<file path="src/rtl/upsampling_job_ctrl.sv">
// upsampling_job_ctrl
// Runs one up-sampling job at a time. It polls the start and end registers,
// hands the programmed source and destination addresses to the engine, and
// waits for the engine to finish. It then clears UPSTR and sets UPENDR through
// the PL write port. Writing UPENDR raises the PS interrupt.
//
// Ports
//   clk, rst_n                  clock, asynchronous active-low reset
//   crf_ac_UPSTR/UPENDR         start / end registers (bit0 start, bit0 done, bit1 error)
//   crf_ac_UPSRCAR/UPDSTAR      job source / destination address
//   crf_ac_wbusy                register file is busy with a PS write; a PL write stalls
//   ac_crf_wrt/waddr/wdata      PL register write (waddr 0 = UPSTR, 1 = UPENDR)
//   job_valid/job_ready         job handshake to the engine
//   job_src_addr/job_dst_addr   addresses latched at launch
//   eng_done                    single-cycle engine completion pulse
//   ac_busy                     controller is not idle
//   job_cnt                     number of completed jobs; wraps
//
// Optional macro AC_TIMEOUT_EN: adds a watchdog. If the engine has not
// finished TIMEOUT_CYCLES-1 cycles after launch, the controller ends the job
// with done|error and does not count it.
module upsampling_job_ctrl #(
  parameter int unsigned CRF_DATA_WIDTH = 32,
  parameter int unsigned CRF_ADDR_WIDTH = 32,
  parameter int unsigned CNT_WIDTH      = 16,
  parameter int unsigned TIMEOUT_CYCLES = 1048576
) (
  input  logic                      clk,
  input  logic                      rst_n,
  input  logic [CRF_DATA_WIDTH-1:0] crf_ac_UPSTR,
  input  logic [CRF_DATA_WIDTH-1:0] crf_ac_UPENDR,
  input  logic [CRF_DATA_WIDTH-1:0] crf_ac_UPSRCAR,
  input  logic [CRF_DATA_WIDTH-1:0] crf_ac_UPDSTAR,
  input  logic                      crf_ac_wbusy,
  output logic                      ac_crf_wrt,
  output logic [CRF_ADDR_WIDTH-1:0] ac_crf_waddr,
  output logic [CRF_DATA_WIDTH-1:0] ac_crf_wdata,
  output logic                      job_valid,
  input  logic                      job_ready,
  output logic [CRF_DATA_WIDTH-1:0] job_src_addr,
  output logic [CRF_DATA_WIDTH-1:0] job_dst_addr,
  input  logic                      eng_done,
  output logic                      ac_busy,
  output logic [CNT_WIDTH-1:0]      job_cnt
);

  typedef enum logic [2:0] {
    S_IDLE   = 3'd0,
    S_LAUNCH = 3'd1,
    S_RUN    = 3'd2,
    S_WR_CLR = 3'd3,
    S_WR_END = 3'd4
  } state_t;

  state_t                    state_q, state_d;
  logic                      wrt_q, wrt_d;
  logic [CRF_ADDR_WIDTH-1:0] waddr_q, waddr_d;
  logic [CRF_DATA_WIDTH-1:0] wdata_q, wdata_d;
  logic                      valid_q, valid_d;
  logic [CRF_DATA_WIDTH-1:0] src_q, src_d;
  logic [CRF_DATA_WIDTH-1:0] dst_q, dst_d;
  logic                      busy_q, busy_d;
  logic [CNT_WIDTH-1:0]      cnt_q, cnt_d;
  logic                      err_q, err_d;
  logic                      timeout_c;
  logic                      unused_bits;

`ifdef AC_TIMEOUT_EN
  localparam int unsigned WD_W = (TIMEOUT_CYCLES > 2) ? $clog2(TIMEOUT_CYCLES) : 1;
  localparam logic [WD_W-1:0] WD_MAX = WD_W'(TIMEOUT_CYCLES - 1);

  logic [WD_W-1:0] wd_q;

  // Watchdog: cleared on launch, counts in LAUNCH/RUN, saturates at the limit.
  // Saturating means a handshake in the limit cycle still times out in RUN.
  always_ff @(posedge clk or negedge rst_n) begin
    if (!rst_n) begin
      wd_q <= '0;
    end else if (state_q == S_IDLE && state_d == S_LAUNCH) begin
      wd_q <= '0;
    end else if ((state_q == S_LAUNCH || state_q == S_RUN) && wd_q != WD_MAX) begin
      wd_q <= wd_q + WD_W'(1);
    end
  end

  assign timeout_c = (state_q == S_LAUNCH || state_q == S_RUN) && (wd_q == WD_MAX);

  // Error flag for the job in progress; it selects done|error in the end write.
  always_ff @(posedge clk or negedge rst_n) begin
    if (!rst_n) err_q <= 1'b0;
    else        err_q <= err_d;
  end

  assign unused_bits = ^{crf_ac_UPSTR[CRF_DATA_WIDTH-1:1], crf_ac_UPENDR[CRF_DATA_WIDTH-1:1]};
`else
  assign timeout_c   = 1'b0;
  assign err_q       = 1'b0;
  assign unused_bits = ^{crf_ac_UPSTR[CRF_DATA_WIDTH-1:1], crf_ac_UPENDR[CRF_DATA_WIDTH-1:1],
                         err_d, 32'(TIMEOUT_CYCLES)};
`endif

  // State and registered outputs.
  always_ff @(posedge clk or negedge rst_n) begin
    if (!rst_n) begin
      state_q <= S_IDLE;
      wrt_q   <= 1'b0;
      waddr_q <= '0;
      wdata_q <= '0;
      valid_q <= 1'b0;
      src_q   <= '0;
      dst_q   <= '0;
      busy_q  <= 1'b0;
      cnt_q   <= '0;
    end else begin
      state_q <= state_d;
      wrt_q   <= wrt_d;
      waddr_q <= waddr_d;
      wdata_q <= wdata_d;
      valid_q <= valid_d;
      src_q   <= src_d;
      dst_q   <= dst_d;
      busy_q  <= busy_d;
      cnt_q   <= cnt_d;
    end
  end

  // Next state and next outputs.
  always_comb begin
    state_d = state_q;
    wrt_d   = wrt_q;
    waddr_d = waddr_q;
    wdata_d = wdata_q;
    valid_d = valid_q;
    src_d   = src_q;
    dst_d   = dst_q;
    cnt_d   = cnt_q;
    err_d   = err_q;
    unique case (state_q)
      S_IDLE: begin
        // UPENDR[0] still set means the previous interrupt is not acknowledged.
        if (crf_ac_UPSTR[0] && !crf_ac_UPENDR[0]) begin
          state_d = S_LAUNCH;
          valid_d = 1'b1;
          src_d   = crf_ac_UPSRCAR;
          dst_d   = crf_ac_UPDSTAR;
          err_d   = 1'b0;
        end
      end
      S_LAUNCH: begin
        if (valid_q && job_ready) begin
          valid_d = 1'b0;
          state_d = S_RUN;
        end else if (timeout_c) begin
          valid_d = 1'b0;
          state_d = S_WR_CLR;
          wrt_d   = 1'b1;
          waddr_d = '0;
          wdata_d = '0;
          err_d   = 1'b1;
        end
      end
      S_RUN: begin
        // A completion in the timeout cycle still counts as a normal finish.
        if (eng_done || timeout_c) begin
          state_d = S_WR_CLR;
          wrt_d   = 1'b1;
          waddr_d = '0;
          wdata_d = '0;
          err_d   = !eng_done;
        end
      end
      S_WR_CLR: begin
        if (!crf_ac_wbusy) begin
          state_d = S_WR_END;
          waddr_d = CRF_ADDR_WIDTH'(1);
          wdata_d = err_q ? CRF_DATA_WIDTH'(3) : CRF_DATA_WIDTH'(1);
        end
      end
      S_WR_END: begin
        if (!crf_ac_wbusy) begin
          state_d = S_IDLE;
          wrt_d   = 1'b0;
          if (!err_q) cnt_d = cnt_q + CNT_WIDTH'(1);
        end
      end
      default: state_d = S_IDLE;
    endcase
    busy_d = (state_d != S_IDLE);
  end

  assign ac_crf_wrt   = wrt_q;
  assign ac_crf_waddr = waddr_q;
  assign ac_crf_wdata = wdata_q;
  assign job_valid    = valid_q;
  assign job_src_addr = src_q;
  assign job_dst_addr = dst_q;
  assign ac_busy      = busy_q;
  assign job_cnt      = cnt_q;

endmodule

</file>
<file path="config.mk">
export PLATFORM = sky130hd
export DESIGN_NAME = upsampling_job_ctrl
export DESIGN_NICKNAME = d
export VERILOG_FILES = /design/src/rtl/upsampling_job_ctrl.sv
export SDC_FILE = /design/constraint.sdc
export NUM_CORES = 1
export LEC_CHECK = 0
export CAP_MARGIN = 20
export CORE_UTILIZATION = 35
export DETAILED_ROUTE_END_ITERATION = 8
export PLACE_DENSITY = 0.81
export RECOVER_POWER = 50
export REMOVE_ABC_BUFFERS = 1
export SLEW_MARGIN = 25
export SYNTH_ARGS = -nofsm -noshare
export SYNTH_HDL_FRONTEND = slang
export SYNTH_SLANG_ARGS = --single-unit
</file>
<file path="constraint.sdc">
create_clock -name clk -period 2.8 [get_ports clk]
set_input_delay 0.84 -clock clk [delete_from_list [all_inputs] [get_ports clk]]
set_output_delay 0.84 -clock clk [all_outputs]
set_load 0.005 [all_outputs]
</file>
==> results of run 1 <==
[routing by layer]
metal  track usage  vias up  part of all wire  routed length (um)
met5             0        -                 0                   0
met4        0.0450        0            0.0083                  66
met3        0.0430        8             0.092                 729
met2         0.231      133              0.49                3880
met1         0.155     1288              0.41                3260
li1              -     1232                 -                   -
[worst max-delay path by stage]
stage | start | to
after floorplan | crf_ac_UPSTR[0] | job_dst_addr[0]$_DFFE_PN0P_
after global placement | crf_ac_wbusy | job_cnt[15]$_DFFE_PN0P_
after detailed placement | crf_ac_wbusy | job_cnt[9]$_DFFE_PN0P_
after CTS | crf_ac_wbusy | job_cnt[15]$_DFFE_PN0P_
after global routing | crf_ac_wbusy | job_cnt[10]$_DFFE_PN0P_
final | crf_ac_wbusy | job_cnt[15]$_DFFE_PN0P_
[where the power goes]
| part | internal, uW | total, uW | switching, uW |
|---|---|---|---|
| combinational | 1320 | 1920 | 602 |
| clock | 395 | 819 | 423 |
| sequential | 1770 | 2060 | 284 |
[per-stage QoR]
stage	power (uW)	utilization	setup TNS, ns	area (sq um)	setup slack [ns]
floorplan	2790	-	-24.92	3620	-0.389
global placement	4050	0.501	0	5430	0.0162
detailed placement	4130	0.501	0	5430	0.0230
CTS	4970	0.519	0	5620	0.387
global route	5120	0.518	0	5610	0.171
finish	4800	0.518	0	5610	0.247
[area by class of cell]
cell class,instances,area (sq um),share of cell area
Clock buffer,12,165,0.0294
Clock inverter,4,28.8,0.00513
Inverter,2,7.51,0.00134
Timing Repair Buffer,163,1620,0.289
Multi-Input combinational cell,202,1430,0.256
Tap cell,140,175,0.0312
Sequential cell,87,2180,0.388
[layout by cell type, fill, tap and decap left out, types with 2 or more instances in the layout]
| cell | instances |
|---|---|
| buf_12 | 2 |
| clkbuf_1 | 2 |
| clkinvlp_4 | 2 |
| xor2_1 | 7 |
| inv_1 | 2 |
| mux2_2 | 64 |
| o21ai_0 | 2 |
| dfrtp_1 | 87 |
| nand2_1 | 13 |
| nand3_1 | 7 |
| nand4_1 | 3 |
| nor4_1 | 2 |
| clkdlybuf4s50_1 | 121 |
| nor2b_1 | 2 |
| dlygate4sd3_1 | 33 |
| conb_1 | 62 |
| buf_4 | 4 |
| xnor2_1 | 8 |
| nor2_1 | 11 |
| a21oi_1 | 5 |
| and4_1 | 2 |
| clkbuf_8 | 12 |
[logic make-up (layout without fill, tap and decap cells)]
logic type / Yosys count / after routing / share of synthesized area
buffers and inverters: 76 / 181 / 0.136
other: 1 / 62 / 0.000959
AND/OR/NAND/NOR: 47 / 47 / 0.0653
multiplexers: 64 / 64 / 0.184
AO/OA/AOI/OAI: 13 / 13 / 0.0205
flip-flops: 87 / 87 / 0.557
adder cells (fa/ha/maj): 1 / 1 / 0.00320
XOR/XNOR: 15 / 15 / 0.0336
[sequential cells by signal (all words and copies together), names as in the netlist]
signal / cells
job_dst_addr: 32
job_src_addr: 32
job_cnt: 16
state_q: 3
ac_busy: 1
ac_crf_wdata: 1
ac_crf_wrt: 1
job_valid: 1
[worst max-delay path: stages]
cell           delay (ns)
dlygate4sd3_1        0.56
or4b_1               0.51
or4_4                0.60
nor4_4               0.16
xor2_1               0.17
==> reports/metrics.cfg, run 1 <==
[cts]
cts_resized=0
cts_hold_buf=0
clock_latency_ns=0.34
cts_buffers=9
cts-root-buf=clkbuf_8
cts_tree=built
cts_setup_buffers=0
clockBufferDepth=2
numClockSinks=87
clk_pin_slew_ns=0.09
cts_htree_levels=3

[timing]
skew_ns=0.0108
grt_setup_unrepaired=false
max_freq_ghz=0.392
slew_violations=0
finalCritPeriodShare=0.912
worst_slew_pin_slew_ns=1.01
post-route-min-period_ns=2.55
worst_hold_slack_ns=0.478
setup_viol=0
finalHoldViolCount=0
relSlewSlack=0.325

[worst_setup_path]
cp.required_ns=3.07
reg2reg_from=state_q[1]$_DFF_PN0_
rr_worst_depth=4
crit_type=primary input to register
cp-start-kind=primary input
r2r_slack_ns=0.69
r2r-end=job_cnt[15]$_DFFE_PN0P_
critical_path.max_fanout=5
cp.arrival_ns=2.83
cp-end-kind=register

[yosys]
synth_seq_area_share=0.557
synth-seq-cells=87
synth_area_sq_um=3910
synth_most_common_cell=dfrtp_1
ys_types=34
synthTopCellsByArea=dfrtp_1, mux2_2, buf_4, xnor2_1, xor2_1
synthTopCellsByCount=dfrtp_1, mux2_2, buf_4
async_flop_share=1.00
synthFlopType=dfrtp_1
synth_area_per_cell_sq_um=12.9
yosys.area.top_type=dfrtp_1
synth_edf_count=0
yosys_warnings=0
syn_inst=304
yosys.area.top_type_share=0.557

[global_route]
grt_pass1_wl_um=12000
grt-ovfl-total=0
antenna_found_initial=0
grt_pass1_vias=2523
grt_max_degree=49
grtUsageTotal=0.134

[routing]
final_antenna_net_count=0
postRouteWirelength_um=7940
vias_per_cell=4.36
drt_first_pass_iters=4
routedWlPerCell_um=13.0
drc=0
vias=2661
drtIter0Drc=54

[floorplanning]
rows=38
die_h_um=108
ios=280
initial_core_util=0.361
coreArea_sq_um=10800
die_w_um=108
die_area_sq_um=11600

[pwr]
max-vdd-ir-drop_v=0.000402
power_density_nw_per_um2=855
leakagePower_uw=0.00246

[place]
portBuffers=155
gp_congestion=0.765
dp_cells=594
dpl.hpwl_um=5960

[min_path]
min_path_type=register to register
holdPathStages=1
min_to=job_cnt[15]$_DFFE_PN0P_
hold_start=job_cnt[15]$_DFFE_PN0P_

[finish]
fill_cells=974
syn_to_final_growth_pct=43.5
drive_gt1_frac=0.191
stdcell_count=610
nNetsFinal=599
diodes=0

[run]
maxCapViolations=0

[run_status]
status=completed

(Power assumes the default switching activity.)
==> run 2: changes to the inputs <==
--- a/config.mk
+++ b/config.mk
@@ -6,7 +6,9 @@
 export NUM_CORES = 1
 export LEC_CHECK = 0
 export CAP_MARGIN = 20
+export CORE_MARGIN = 2
 export CORE_UTILIZATION = 35
+export CTS_CLUSTER_DIAMETER = 200
 export DETAILED_ROUTE_END_ITERATION = 8
 export PLACE_DENSITY = 0.81
 export RECOVER_POWER = 50
==> run 2 against run 1 <==
Compared with the run above: sequential power about the same; first-iteration DRC count increased by 52%; register-to-register slack about the same; wire length increased by 6.9%; die area increased by 3.7%; design area decreased by 0.62%; core utilization decreased by 0.55 points; critical path type unchanged; clock skew decreased by 0.0033 ns.
==> reports/metrics.cfg, run 2 (same netlist as run 1, synthesis figures left out) <==
[worst_setup_path]
cp.required_ns=3.07  ; about the same
crit_type=primary input to register
rr_worst_depth=4  ; unchanged
r2r-end=job_cnt[15]$_DFFE_PN0P_
reg2reg_from=state_q[1]$_DFF_PN0_
cp-start-kind=primary input
cp.arrival_ns=2.83  ; about the same
critical_path.max_fanout=5  ; unchanged
r2r_slack_ns=0.69  ; about the same
cp-end-kind=register

[pwr]
leakagePower_uw=0.00244  ; -0.71%
max-vdd-ir-drop_v=0.000493  ; +23%
combinationalPowerShare=0.399  ; about the same
power_density_nw_per_um2=852  ; -0.35%
internal_power_uw=3460  ; -0.85%
power_uw=4750  ; -0.97%
p_switching_uw=1290  ; -1.3%
p_sw_frac=0.272  ; -0.000913
p_seq_frac=0.438  ; +0.009
pwr-share-clk=0.164  ; -0.007

[timing]
setup_viol=0  ; unchanged
finalHoldViolCount=0  ; unchanged
grt_setup_unrepaired=false
max_freq_ghz=0.391  ; -0.16%
worst_slew_pin_slew_ns=1.11  ; +0.0967 ns
relSlewSlack=0.261  ; -0.0645
finalCritPeriodShare=0.913  ; +0.00143
post-route-min-period_ns=2.56  ; +0.00400 ns
slew_violations=0  ; unchanged
worst_hold_slack_ns=0.483  ; +0.00499 ns
skew_ns=0.00750  ; -0.00329 ns
fin_tns_setup_ns=0  ; unchanged

[cts]
cts_hold_buf=0  ; unchanged
cts_setup_buffers=0  ; unchanged
clockBufferDepth=2  ; unchanged
cts-root-buf=clkbuf_8
numClockSinks=87  ; unchanged
clk_pin_slew_ns=0.08  ; about the same
cts_resized=0  ; unchanged
cts_buffers=9  ; unchanged
cts_tree=built
clock_latency_ns=0.35  ; about the same
cts_htree_levels=3  ; unchanged

[floorplanning]
initial_core_util=0.359  ; -0.00158
die_area_sq_um=12000  ; +3.7%
die_h_um=110  ; +1.9%
coreArea_sq_um=10900  ; +0.44%
ios=280  ; unchanged
die_w_um=110  ; +1.9%
rows=38  ; unchanged

[min_path]
hold_start=job_cnt[15]$_DFFE_PN0P_
min_path_type=register to register
min_to=job_cnt[15]$_DFFE_PN0P_
holdPathStages=1  ; unchanged

[global_route]
grtUsageTotal=0.140  ; +0.00589
grt-ovfl-total=0  ; unchanged
antenna_found_initial=0  ; unchanged
grt_max_degree=47  ; -4.1%
grt_pass1_vias=2710  ; +7.4%
grt_pass1_wl_um=12900  ; +7.3%

[finish]
final_cell_mix=clkdlybuf4s50_1, dfrtp_1, mux2_2
syn_to_final_growth_pct=42.6
stdcell_area_sq_um=5580  ; -0.62%
diodes=0  ; unchanged
drive_gt1_frac=0.177  ; -0.0145
utilization=0.512  ; -0.00548
fill_cells=947  ; -2.8%
nNetsFinal=598  ; -0.17%
layout_commonest_cell=clkdlybuf4s50_1

[routing]
vias_per_cell=4.41  ; +1.1%
routedWlPerCell_um=13.9  ; +7.0%
drt_first_pass_iters=4  ; unchanged
final_antenna_net_count=0  ; unchanged
postRouteWirelength_um=8490  ; +6.9%
drc=0  ; unchanged
vias=2687  ; +0.98%
drtIter0Drc=82  ; +52%

[run_status]
status=completed

[place]
portBuffers=155  ; unchanged
place_area_sq_um=5420  ; -0.14%
dpl.hpwl_um=6430  ; +7.9%
gp_congestion=0.802  ; +4.9%

[run]
maxCapViolations=0  ; unchanged

## run 2: changes by cell type in the layout (fill, tap and decap cells not counted)
| cell | previous run | this run |
|---|---|---|
| dlygate4sd3_1 | 33 | 32 |
| clkinv_2 | 1 | 0 |
| clkinvlp_4 | 2 | 0 |
| clkbuf_1 | 2 | 8 |
| clkbuf_8 | 12 | 11 |
| clkinv_4 | 1 | 0 |
| clkdlybuf4s50_1 | 121 | 122 |
| buf_4 | 4 | 2 |
## run 2: area by class of cell
class | instances | area (sq um) | area share
clock buffers | 16 | 170 | 0.0305
well taps | 140 | 175 | 0.0314
flip-flops and latches | 87 | 2180 | 0.390
repair buffers | 162 | 1610 | 0.289
multi-input cells | 202 | 1430 | 0.257
inverters | 2 | 7.51 | 0.00135
## run 2: worst max-delay path: stages
cell and delay, ns:
dlygate4sd3_1 0.56, or4b_1 0.51, or4_4 0.59, nor4_4 0.16, xor2_1 0.17
## run 2: how the worst max path moves through the flow
stage                                from                     endpoint  slack (ns)  cells after the start
after floorplan           crf_ac_UPSTR[0]  job_dst_addr[0]$_DFFE_PN0P_       -0.39                      3
after global placement       crf_ac_wbusy      job_cnt[15]$_DFFE_PN0P_        0.02                      5
after detailed placement     crf_ac_wbusy      job_cnt[13]$_DFFE_PN0P_       -0.02                      5
after CTS                    crf_ac_wbusy      job_cnt[15]$_DFFE_PN0P_        0.37                      5
after global routing         crf_ac_wbusy      job_cnt[10]$_DFFE_PN0P_        0.16                      7
final                        crf_ac_wbusy      job_cnt[15]$_DFFE_PN0P_        0.24                      5
## run 2: stage by stage
stage                     cells  setup slack, ns
after global placement      593           0.0240
after CTS                   609            0.373
after floorplan             291           -0.389
final                       609            0.243
after detailed placement    593          -0.0207
after global routing        609            0.162
## run 2: layer usage
layer | vias up | routed length, um | global-route usage
li1 | 1228 | - | -
met1 | 1313 | 3240 | 0.158
met2 | 134 | 4200 | 0.237
met3 | 12 | 897 | 0.0486
met4 | 0 | 146 | 0.0633
met5 | - | 0 | 0
## run 2: power by group through the flow
stage          logic (uW)  clock network [uW]  registers (uW)
6_report             1890                 778            2080
4_1_cts              2010                 822            2100
3_5_place_dp         2000                   0            2120
3_3_place_gp         1950                   0            2080
5_1_grt              2050                 877            2160
2_1_floorplan         656                   0            2130
==> run 3: changes to the inputs <==
--- a/config.mk
+++ b/config.mk
@@ -6,11 +6,13 @@
 export NUM_CORES = 1
 export LEC_CHECK = 0
 export CAP_MARGIN = 20
+export CELL_PAD_IN_SITES_DETAIL_PLACEMENT = 0
+export CELL_PAD_IN_SITES_GLOBAL_PLACEMENT = 1
 export CORE_MARGIN = 2
-export CORE_UTILIZATION = 35
+export CORE_UTILIZATION = 25
 export CTS_CLUSTER_DIAMETER = 200
 export DETAILED_ROUTE_END_ITERATION = 8
-export PLACE_DENSITY = 0.81
+export PLACE_DENSITY_LB_ADDON = 0.1
 export RECOVER_POWER = 50
 export REMOVE_ABC_BUFFERS = 1
 export SLEW_MARGIN = 25
==> run 3 against run 2 <==
Compared with the run above: combinational power grew 3%; non-clock buffer count grew 4; first-iteration DRC count shrank 45%; sequential share of layout area shrank 1.4 points; final cell count grew 12%; sequential power shrank 2%; critical path type unchanged; wire length grew 7.0%; the flow now finishes with violations (capacitance limit, slew limit); critical endpoint unchanged; clock skew shrank 0.0029 ns; clock power grew 45%; via count shrank 2.2%; highest routed layer unchanged; maximum frequency shrank 1.3%; register-to-register slack gained 0.10 ns.
==> reports/metrics.cfg, run 3 (same netlist as run 1, synthesis figures left out) <==
[floorplanning]
die_area_sq_um=16700  ; +38%
coreArea_sq_um=15300  ; +40%
rows=45  ; +18%
ios=280  ; unchanged
die_w_um=129  ; +18%
die_h_um=129  ; +18%
initial_core_util=0.256  ; -0.103

[cts]
cts_buffers=9  ; unchanged
clockBufferDepth=2  ; unchanged
cts_tree=built
cts_resized=0  ; unchanged
cts_htree_levels=3  ; unchanged
cts-root-buf=clkbuf_16
clock_latency_ns=0.34  ; about the same
cts_hold_buf=0  ; unchanged
cts_setup_buffers=0  ; unchanged
numClockSinks=87  ; unchanged
clk_pin_slew_ns=0.06  ; -0.02 ns

[pwr]
combinationalPowerShare=0.381  ; -0.018
internal_power_uw=3750  ; +8.4%
power_density_nw_per_um2=882  ; +3.6%
p_seq_frac=0.398  ; -0.040
p_switching_uw=1360  ; +5.2%
power_uw=5110  ; +7.6%
p_sw_frac=0.266  ; -0.00588
leakagePower_uw=0.00251  ; +2.7%
pwr-share-clk=0.220  ; +0.056
max-vdd-ir-drop_v=0.000313  ; -36%

[worst_setup_path]
cp.arrival_ns=2.85  ; +0.02 ns
r2r_slack_ns=0.79  ; +0.10 ns
cp.required_ns=3.06  ; about the same
crit_type=primary input to register
cp-start-kind=primary input
cp-end-kind=register
critical_path.max_fanout=5  ; unchanged

[timing]
post-route-min-period_ns=2.59  ; +0.0331 ns
slew_violations=33  ; +33
setup_viol=0  ; unchanged
setup_ws_ns=0.210  ; -0.0331 ns
finalCritPeriodShare=0.925  ; +0.0118
grt_setup_unrepaired=false
fin_tns_setup_ns=0  ; unchanged
finalHoldViolCount=0  ; unchanged
max_freq_ghz=0.386  ; -1.3%
relSlewSlack=-0.249  ; -0.510
skew_ns=0.00464  ; -0.00286 ns
worst_slew_pin_slew_ns=1.87  ; +0.764 ns

[finish]
nNetsFinal=602  ; +0.67%
syn_to_final_growth_pct=48.0
diodes=0  ; unchanged
stdcell_area_sq_um=5790  ; +3.8%
stdcell_count=684  ; +12%
final_cell_mix=clkdlybuf4s50_1, dfrtp_1, mux2_2
drive_gt1_frac=0.190  ; +0.0133
layout_commonest_cell=clkdlybuf4s50_1

[run_status]
status=complete, but fails checks
violations=capacitance limit, slew limit

[routing]
drtIter0Drc=45  ; -45%
final_antenna_net_count=0  ; unchanged
routedWlPerCell_um=13.3  ; -4.7%
vias=2627  ; -2.2%
drc=0  ; unchanged
drt_first_pass_iters=4  ; unchanged
postRouteWirelength_um=9080  ; +7.0%
vias_per_cell=3.84  ; -13%

[place]
pre_cts_ws_ns=-0.0293  ; -0.00856 ns
gp_congestion=0.676  ; -16%
dp_cells=668  ; +13%
place_area_sq_um=5530  ; +2.0%
dpl.hpwl_um=6650  ; +3.4%
portBuffers=155  ; unchanged

[global_route]
grtUsageTotal=0.108  ; -0.0319
grt_max_degree=54  ; +15%
grt-ovfl-total=0  ; unchanged
grt_pass1_wl_um=13600  ; +5.7%
antenna_found_initial=0  ; unchanged
grt_pass1_vias=2603  ; -3.9%

[min_path]
min_path_type=register to register

[run]
maxCapViolations=1  ; +1

[run 3: cell count changes in the layout (fill, tap and decap cells not counted), sizes merged]
cell      previous run  this run
clkbuf              20        17
buf                  4         8
clkinvlp             0         1
clkinv               0         2
[run 3: power groups by stage]
stage,clock network [uW],registers (uW),logic (uW)
CTS,1190,2060,2080
global placement,0,2060,2070
global route,1240,2120,2120
finish,1130,2040,1950
detailed placement,0,2080,2070
floorplan,0,2130,656
[run 3: worst paths after layout]
kind                                               from                           end  cells past startpoint
worst max-delay path                       crf_ac_wbusy       job_cnt[15]$_DFFE_PN0P_                      5
min in group asynchronous                         rst_n  job_dst_addr[11]$_DFFE_PN0P_                      1
worst min-delay path            job_cnt[15]$_DFFE_PN0P_       job_cnt[15]$_DFFE_PN0P_                      1
max in group asynchronous                         rst_n  job_dst_addr[13]$_DFFE_PN0P_                      2
worst min register to register  job_cnt[15]$_DFFE_PN0P_       job_cnt[15]$_DFFE_PN0P_                      1
worst max register to register     state_q[2]$_DFF_PN0_       job_cnt[15]$_DFFE_PN0P_                      4
[run 3: metal layers]
| metal | vias up | track usage | part of all wire |
|---|---|---|---|
| met5 | - | 0 | 0 |
| met4 | 0 | 0.0307 | 0.0096 |
| met3 | 5 | 0.0487 | 0.088 |
| met2 | 121 | 0.169 | 0.47 |
| met1 | 1268 | 0.134 | 0.44 |
| li1 | 1233 | - | - |
[run 3: cell type report]
type | count | area, sq um
clock buffers | 13 | 260
clock inverters | 3 | 17.5
fillers | 1485 | 9470
inverters | 2 | 7.51
multi-input cells | 202 | 1430
flip-flops and latches | 87 | 2180
well taps | 211 | 264
repair buffers | 166 | 1630
[run 3: worst max-delay path, stage by stage]
cell           delay (ns)
dlygate4sd3_1        0.55
or4b_1               0.52
or4_4                0.60
nor4_4               0.17
xor2_1               0.17
[run 3: stage by stage]
step            util  hold WS [ns]
2_1_floorplan      -         0.465
3_3_place_gp   0.362         0.457
3_5_place_dp   0.362         0.459
4_1_cts        0.380         0.460
5_1_grt        0.380         0.506
6_report       0.380         0.468
